File: src/rtl/ps2_kbd_rx_fifo_if.sv
// ---------------------------------------------------------------------------
// ps2_kbd_rx_fifo_if
// CPU-side keyboard port between the PS/2 receiver FIFO and the bus.
//   io_rdn     : CPU read strobe, active-low (a high-to-low transition pops)
//   key_data   : FIFO head byte, first-word fall-through
//   ready      : FIFO holds at least one byte
//   overflow   : sticky, a valid frame was dropped on a full FIFO
//   parity_err : sticky, a frame failed its parity/stop check
// Modports:
//   master : CPU / bus side (drives io_rdn)
//   slave  : receiver side (drives the status and data)
// ---------------------------------------------------------------------------
interface ps2_kbd_rx_fifo_if;
    logic       io_rdn;
    logic [7:0] key_data;
    logic       ready;
    logic       overflow;
    logic       parity_err;

    modport master (
        output io_rdn,
        input  key_data,
        input  ready,
        input  overflow,
        input  parity_err
    );

    modport slave (
        input  io_rdn,
        output key_data,
        output ready,
        output overflow,
        output parity_err
    );
endinterface

File: src/rtl/ps2_kbd_rx_fifo.sv
// ---------------------------------------------------------------------------
// ps2_kbd_rx_fifo
// PS/2 keyboard front end: synchronises and glitch-filters the pad clock,
// deserialises 11-bit device-to-host frames (start, D0..D7 LSB first, odd
// parity, stop), and buffers received scan-code bytes in a small FIFO that
// the CPU drains with an edge-detected active-low read strobe.
//
// Ports:
//   clk      : system clock, rising edge
//   rst      : synchronous reset, active-high
//   ps2_clk  : raw PS/2 clock from the pad (asynchronous)
//   ps2_data : raw PS/2 data from the pad (asynchronous)
//   bus      : ps2_kbd_rx_fifo_if.slave (io_rdn in; key_data, ready,
//              overflow, parity_err out)
//
// Optional feature macro: PS2_PARITY_CHECK_EN
//   defined   : frames with bad odd parity or stop=0 are discarded and set
//               the sticky parity_err flag
//   undefined : every complete 11-bit frame is pushed, parity_err is 0
// ---------------------------------------------------------------------------
module ps2_kbd_rx_fifo #(
    parameter int FIFO_AW        = 3,
    parameter int FILTER_LEN     = 4,
    parameter int TIMEOUT_CYCLES = 5000
) (
    input  logic                  clk,
    input  logic                  rst,
    input  logic                  ps2_clk,
    input  logic                  ps2_data,
    ps2_kbd_rx_fifo_if.slave      bus
);
    localparam int                 DEPTH    = 2 ** FIFO_AW;
    localparam int                 TW       = $clog2(TIMEOUT_CYCLES + 1);
    localparam logic [FIFO_AW:0]   CNT_FULL = (FIFO_AW + 1)'(DEPTH);
    localparam logic [TW-1:0]      TMO      = TW'(TIMEOUT_CYCLES);

    typedef enum logic [1:0] {
        S_IDLE  = 2'd0,
        S_RECV  = 2'd1,
        S_CHECK = 2'd2
    } state_t;

    // ---- Stage: pad synchronisers ----
    logic [1:0] clk_sync;
    logic [1:0] dat_sync;

    always_ff @(posedge clk) begin
        if (rst) begin
            clk_sync <= 2'b11;
            dat_sync <= 2'b11;
        end else begin
            clk_sync <= {clk_sync[0], ps2_clk};
            dat_sync <= {dat_sync[0], ps2_data};
        end
    end

    // ---- Stage: clock glitch filter ----
    // The filtered level only moves once the last FILTER_LEN synchronised
    // samples all agree; anything shorter is treated as a glitch.
    logic [FILTER_LEN-1:0] clk_hist;
    logic                  clk_filt;
    logic                  fall;
    logic                  rx_bit;

    always_ff @(posedge clk) begin
        if (rst) begin
            clk_hist <= '1;
            clk_filt <= 1'b1;
        end else begin
            clk_hist <= {clk_hist[FILTER_LEN-2:0], clk_sync[1]};
            if (&clk_hist)
                clk_filt <= 1'b1;
            else if (~|clk_hist)
                clk_filt <= 1'b0;
        end
    end

    // Falling edge is flagged in the cycle the filter decides to go low.
    assign fall   = clk_filt & ~|clk_hist;
    assign rx_bit = dat_sync[1];

    // ---- Stage: frame FSM ----
    state_t          state;
    logic [3:0]      bitcnt;
    logic [TW-1:0]   tcnt;

    always_ff @(posedge clk) begin
        if (rst) begin
            state  <= S_IDLE;
            bitcnt <= 4'd0;
            tcnt   <= '0;
        end else begin
            case (state)
                S_IDLE: begin
                    tcnt <= '0;
                    // A falling edge with data high is a false start.
                    if (fall && !rx_bit) begin
                        state  <= S_RECV;
                        bitcnt <= 4'd1;
                    end
                end
                S_RECV: begin
                    if (fall) begin
                        tcnt   <= '0;
                        bitcnt <= bitcnt + 4'd1;
                        if (bitcnt == 4'd10)
                            state <= S_CHECK;
                    end else if (tcnt == TMO) begin
                        // Stalled device: drop the partial frame silently.
                        state  <= S_IDLE;
                        bitcnt <= 4'd0;
                        tcnt   <= '0;
                    end else begin
                        tcnt <= tcnt + 1'b1;
                    end
                end
                S_CHECK: begin
                    state  <= S_IDLE;
                    bitcnt <= 4'd0;
                    tcnt   <= '0;
                end
                default: begin
                    state  <= S_IDLE;
                    bitcnt <= 4'd0;
                    tcnt   <= '0;
                end
            endcase
        end
    end

    // Frame payload capture; bit index follows bitcnt (1..8 data,
    // 9 parity, 10 stop).
    logic [7:0] rx_byte;
`ifdef PS2_PARITY_CHECK_EN
    logic       rx_par;
    logic       rx_stop;
`endif

    always_ff @(posedge clk) begin
        if (state == S_RECV && fall) begin
            case (bitcnt)
                4'd1, 4'd2, 4'd3, 4'd4,
                4'd5, 4'd6, 4'd7, 4'd8: rx_byte[3'(bitcnt - 4'd1)] <= rx_bit;
`ifdef PS2_PARITY_CHECK_EN
                4'd9:                   rx_par  <= rx_bit;
                4'd10:                  rx_stop <= rx_bit;
`endif
                default: ;
            endcase
        end
    end

    // ---- Stage: frame check and FIFO ----
    logic frame_ok;
    logic push_req;

`ifdef PS2_PARITY_CHECK_EN
    // Odd parity: data plus parity bit must contain an odd number of ones.
    assign frame_ok = (^{rx_par, rx_byte}) & rx_stop;
`else
    assign frame_ok = 1'b1;
`endif
    assign push_req = (state == S_CHECK) & frame_ok;

    logic [7:0]         mem [DEPTH];
    logic [FIFO_AW-1:0] wr_ptr;
    logic [FIFO_AW-1:0] rd_ptr;
    logic [FIFO_AW:0]   count;
    logic               rdn_q;
    logic [7:0]         last_pop;
    logic               overflow_r;
    logic               not_empty;
    logic               full;
    logic               pop;
    logic               push;
    logic               drop;

    assign not_empty = (count != '0);
    assign full      = (count == CNT_FULL);
    assign pop       = rdn_q & ~bus.io_rdn & not_empty;
    // A pop in the same cycle frees a slot, so a full FIFO still accepts.
    assign push      = push_req & (~full | pop);
    assign drop      = push_req & full & ~pop;

    always_ff @(posedge clk) begin
        if (rst) begin
            wr_ptr     <= '0;
            rd_ptr     <= '0;
            count      <= '0;
            rdn_q      <= 1'b1;
            last_pop   <= 8'h00;
            overflow_r <= 1'b0;
        end else begin
            rdn_q <= bus.io_rdn;
            if (push)
                wr_ptr <= wr_ptr + 1'b1;
            if (pop) begin
                rd_ptr   <= rd_ptr + 1'b1;
                last_pop <= mem[rd_ptr];
            end
            case ({push, pop})
                2'b10:   count <= count + 1'b1;
                2'b01:   count <= count - 1'b1;
                default: ;
            endcase
            if (drop)
                overflow_r <= 1'b1;
            else if (pop)
                overflow_r <= 1'b0;
        end
    end

    always_ff @(posedge clk) begin
        if (push)
            mem[wr_ptr] <= rx_byte;
    end

`ifdef PS2_PARITY_CHECK_EN
    logic parity_err_r;

    always_ff @(posedge clk) begin
        if (rst)
            parity_err_r <= 1'b0;
        else if (state == S_CHECK && !frame_ok)
            parity_err_r <= 1'b1;
        else if (push)
            parity_err_r <= 1'b0;
    end

    assign bus.parity_err = parity_err_r;
`else
    assign bus.parity_err = 1'b0;
`endif

    // When empty, the last popped byte stays visible.
    assign bus.key_data = not_empty ? mem[rd_ptr] : last_pop;
    assign bus.ready    = not_empty;
    assign bus.overflow = overflow_r;

endmodule

File: src/flat_wrapper.sv
// flat-port wrapper written by rule: the top's interface ports become plain ports
module ps2_kbd_rx_fifo_flat 
#(
    parameter int FIFO_AW        = 3,
    parameter int FILTER_LEN     = 4,
    parameter int TIMEOUT_CYCLES = 5000
)
  (clk, rst, ps2_clk, ps2_data, bus_io_rdn, bus_key_data, bus_ready, bus_overflow, bus_parity_err);
  ps2_kbd_rx_fifo_if bus_i ();
  input  logic clk;
  input  logic rst;
  input  logic ps2_clk;
  input  logic ps2_data;
  input wire logic [$bits(bus_i.io_rdn)-1:0] bus_io_rdn;
  output wire logic [$bits(bus_i.key_data)-1:0] bus_key_data;
  output wire logic [$bits(bus_i.ready)-1:0] bus_ready;
  output wire logic [$bits(bus_i.overflow)-1:0] bus_overflow;
  output wire logic [$bits(bus_i.parity_err)-1:0] bus_parity_err;
  assign bus_i.io_rdn = bus_io_rdn;
  assign bus_key_data = bus_i.key_data;
  assign bus_ready = bus_i.ready;
  assign bus_overflow = bus_i.overflow;
  assign bus_parity_err = bus_i.parity_err;
  ps2_kbd_rx_fifo #(.FIFO_AW(FIFO_AW), .FILTER_LEN(FILTER_LEN), .TIMEOUT_CYCLES(TIMEOUT_CYCLES)) u_core (.clk(clk), .rst(rst), .ps2_clk(ps2_clk), .ps2_data(ps2_data), .bus(bus_i));
endmodule
File: config.mk
export PLATFORM = sky130hd
export DESIGN_NAME = ps2_kbd_rx_fifo_flat
export DESIGN_NICKNAME = d
export VERILOG_FILES = /design/src/rtl/ps2_kbd_rx_fifo_if.sv /design/src/rtl/ps2_kbd_rx_fifo.sv /design/src/flat_wrapper.sv
export SDC_FILE = /design/constraint.sdc
export NUM_CORES = 1
export LEC_CHECK = 0
export CORE_ASPECT_RATIO = 0.6
export CORE_MARGIN = 8
export CORE_UTILIZATION = 45
export DETAILED_ROUTE_END_ITERATION = 8
export PLACE_DENSITY = 0.67
export SYNTH_ARGS = -nofsm -noshare
export SYNTH_HDL_FRONTEND = slang
export SYNTH_SLANG_ARGS = --single-unit
File: constraint.sdc
create_clock -name clk -period 3.35 [get_ports clk]
set_clock_uncertainty 0.1 [all_clocks]
set_input_delay 0.67 -clock clk [delete_from_list [all_inputs] [get_ports clk]]
set_output_delay 0.67 -clock clk [all_outputs]
set_load 0.005 [all_outputs]
==> impl_metrics.toml <==
[run_status]
status = "complete, no violations"

[final_layout]
antennaDiodeCount = 0
design_area_um2 = 5960
fill_cells = 905
num-nets-final = 421
area_growth_pct = 18.1
regArea_um2 = 3180
multiInputGateArea_um2 = 1740
drive_gt1_frac = 0.181

[yosys]
synth_common_cells = "72 x edfxtp_1, 57 x nor2_1, 51 x dfxtp_1, 16 x mux4_2, 14 x a21oi_1"
syn_area_um2 = 5050
netlist_instances = 380
synth_largest_area_cell = "edfxtp_1"
seq_area_frac_synth = 0.630
yosys_register_bits = 123
synth_top_area_share = 0.428
ys.flop_type = "edfxtp_1"
async_reset_ff_frac = 0
yosysWarnings = 0
syn_nets = 394
synth_edf_count = 72
synth_area_per_cell_um2 = 13.3
yosysMostFrequentCell = "edfxtp_1"
ys_types = 54
yosys-top-cells-area = "edfxtp_1 43%, dfxtp_1 20%, mux4_2 7.1%"

[power]
peakVddDrop_v = 0.000334
cellPowerDensity_nw_per_um2 = 577
leakagePower_uw = 0.00193
total_power_uw = 3440

[sta]
post-route-min-period_ns = 3.15
worst_pin_slew_ns = 0.547
hold_slack_ns = 0.310
setup_slack_ns = 0.203
fin_crit_sh = 0.939
relSlewSlack = 0.634
final-setup-viol-count = 0
fin_tns_setup_ns = 0
finalHoldViolCount = 0
slew_viol_final = 0
fmax_ghz = 0.318
rsz0062_at_grt = "false"

[placement]
place_congestion = 0.802
dp_hpwl_mm = 6.04
placed_cell_area_um2 = 5360
portBuffers = 14
pre_cts_slack_ns = 0.572

[global_routing]
use_met2 = 0.191
met3_usage = 0.0516
use_met1 = 0.172
antenna_found_initial = 0
grt-ovfl-total = 0
track_usage = 0.130
gr-max-usage-layer = "met2"
grt_max_degree = 37
grt_first_pass_wirelength_mm = 15.2
grt_pass1_vias = 2979

[drt]
wl_per_cell_um = 16.1
viasPerCell = 5.34
num_vias = 3012
drtPass1Iterations = 5
drtAntennaViolNets = 0
finalWirelength_mm = 9.09
drtIter0Drc = 225
drc = 0

[die]
io_pins = 16
start_util = 0.455
core_um2 = 11100
die_area_um2 = 15000
die_w_um = 153
rows = 30
fp.dieH_um = 98.1

[clock_tree]
cts_tree = "built"
clock-sinks = 123
htreeDepth = 4
insertion_delay_ns = 0.40
clkTransAtPathRegs_ns = 0.05
cts_root_buf = "clkbuf_16"
numCtsBuffers = 17
post_cts_buffers = 0
cts_resized = 0
clock_path_buffers = 2
hold_buffers = 0

[worst_setup_path]
startpoint_type = "register"
reg2reg_from = "u_core.bitcnt[0]"
cp_max_fo = 16
critPathRequiredTime_ns = 2.58
worst-setup-path-type = "reg2out"
worstPathArrival_ns = 2.38
setup.worst_path.end_class = "output pin"

[hold_path]
hold_class = "reg2reg"
worstHoldStart = "u_core.clk_sync[0]"

[run]
maxCapViolCount = 0
[metrics by stage]
step           std cells  utilization
2_1_floorplan        380            -
3_3_place_gp         532        0.482
3_5_place_dp         532        0.482
4_1_cts              564        0.537
5_1_grt              564        0.537
6_report             564        0.537
[area by class of cell]
type                       instances  share of cell area
inverter                           8             0.00504
multi-input combinational        231               0.291
clock inverter                    13              0.0248
sequential                       123               0.534
tap                              144              0.0302
clock buffer                      19              0.0762
timing repair buffer              26              0.0386
[registers in the layout, summed over array words and instances (netlist names), 3 cells and up, named ones only]
signal	flops
u_core.rd_ptr	3
u_core.bitcnt	4
u_core.clk_hist	4
u_core.count	4
u_core.last_pop	8
u_core.mem	64
u_core.tcnt	13
u_core.wr_ptr	3
u_core.rx_byte	8
[layer usage]
metal | vias to the layer above | wire [um]
li1 | 1459 | -
met1 | 1465 | 4480
met2 | 81 | 4010
met3 | 7 | 523
met4 | 0 | 80
met5 | - | 0
[final timing paths]
kind	slack, ns	depth (start not counted)	endpoint
min reg2reg	0.31	1	u_core.clk_sync[1]
max reg2reg	1.16	7	u_core.rx_byte[2]
max	0.20	5	bus_key_data[0]
min	0.31	1	u_core.clk_sync[1]
[cells by family (layout without fill, tap and decap cells)]
logic type / after synthesis / after routing / share of synthesized area
xor gates and xnor gates: 20 / 20 / 0.0347
AOI/OAI and AO/OA: 41 / 41 / 0.0560
and+or+nand+nor: 132 / 132 / 0.134
DFF: 123 / 123 / 0.630
muxes: 28 / 28 / 0.0961
other: 1 / 1 / 0.000743
buffers and inverters: 26 / 66 / 0.0258
adders and majority gates: 9 / 9 / 0.0223
[cells in the final DEF (no fill, tap or decap), types with 6 or more instances in the layout]
cell | synthesis | final
clkdlybuf4s50_1 | 0 | 14
mux2i_1 | 11 | 11
ha_1 | 9 | 9
inv_1 | 7 | 7
xor2_1 | 8 | 8
nand3_1 | 12 | 12
mux4_2 | 16 | 16
edfxtp_1 | 72 | 72
clkbuf_16 | 0 | 18
nand2b_1 | 6 | 6
buf_4 | 1 | 12
nand2_1 | 13 | 13
xnor2_1 | 12 | 12
dfxtp_1 | 51 | 51
nor2_1 | 57 | 57
or2_2 | 9 | 9
nor3_1 | 8 | 8
a211oi_1 | 9 | 9
a21oi_1 | 14 | 14
[critical path: stages (launching register included)]
cell	delay (ns)
dfxtp_1	0.30
buf_4	0.30
mux4_2	0.54
mux2i_1	0.26
a21oi_1	0.11
clkdlybuf4s50_1	0.46
[power by group]
part	internal, uW	leakage [uW]	switching, uW
registers	1590	0.00106	2.17
logic	8.64	0.000581	12.3
clock network	1200	0.000296	627
Power figures use the tool's default switching activity.
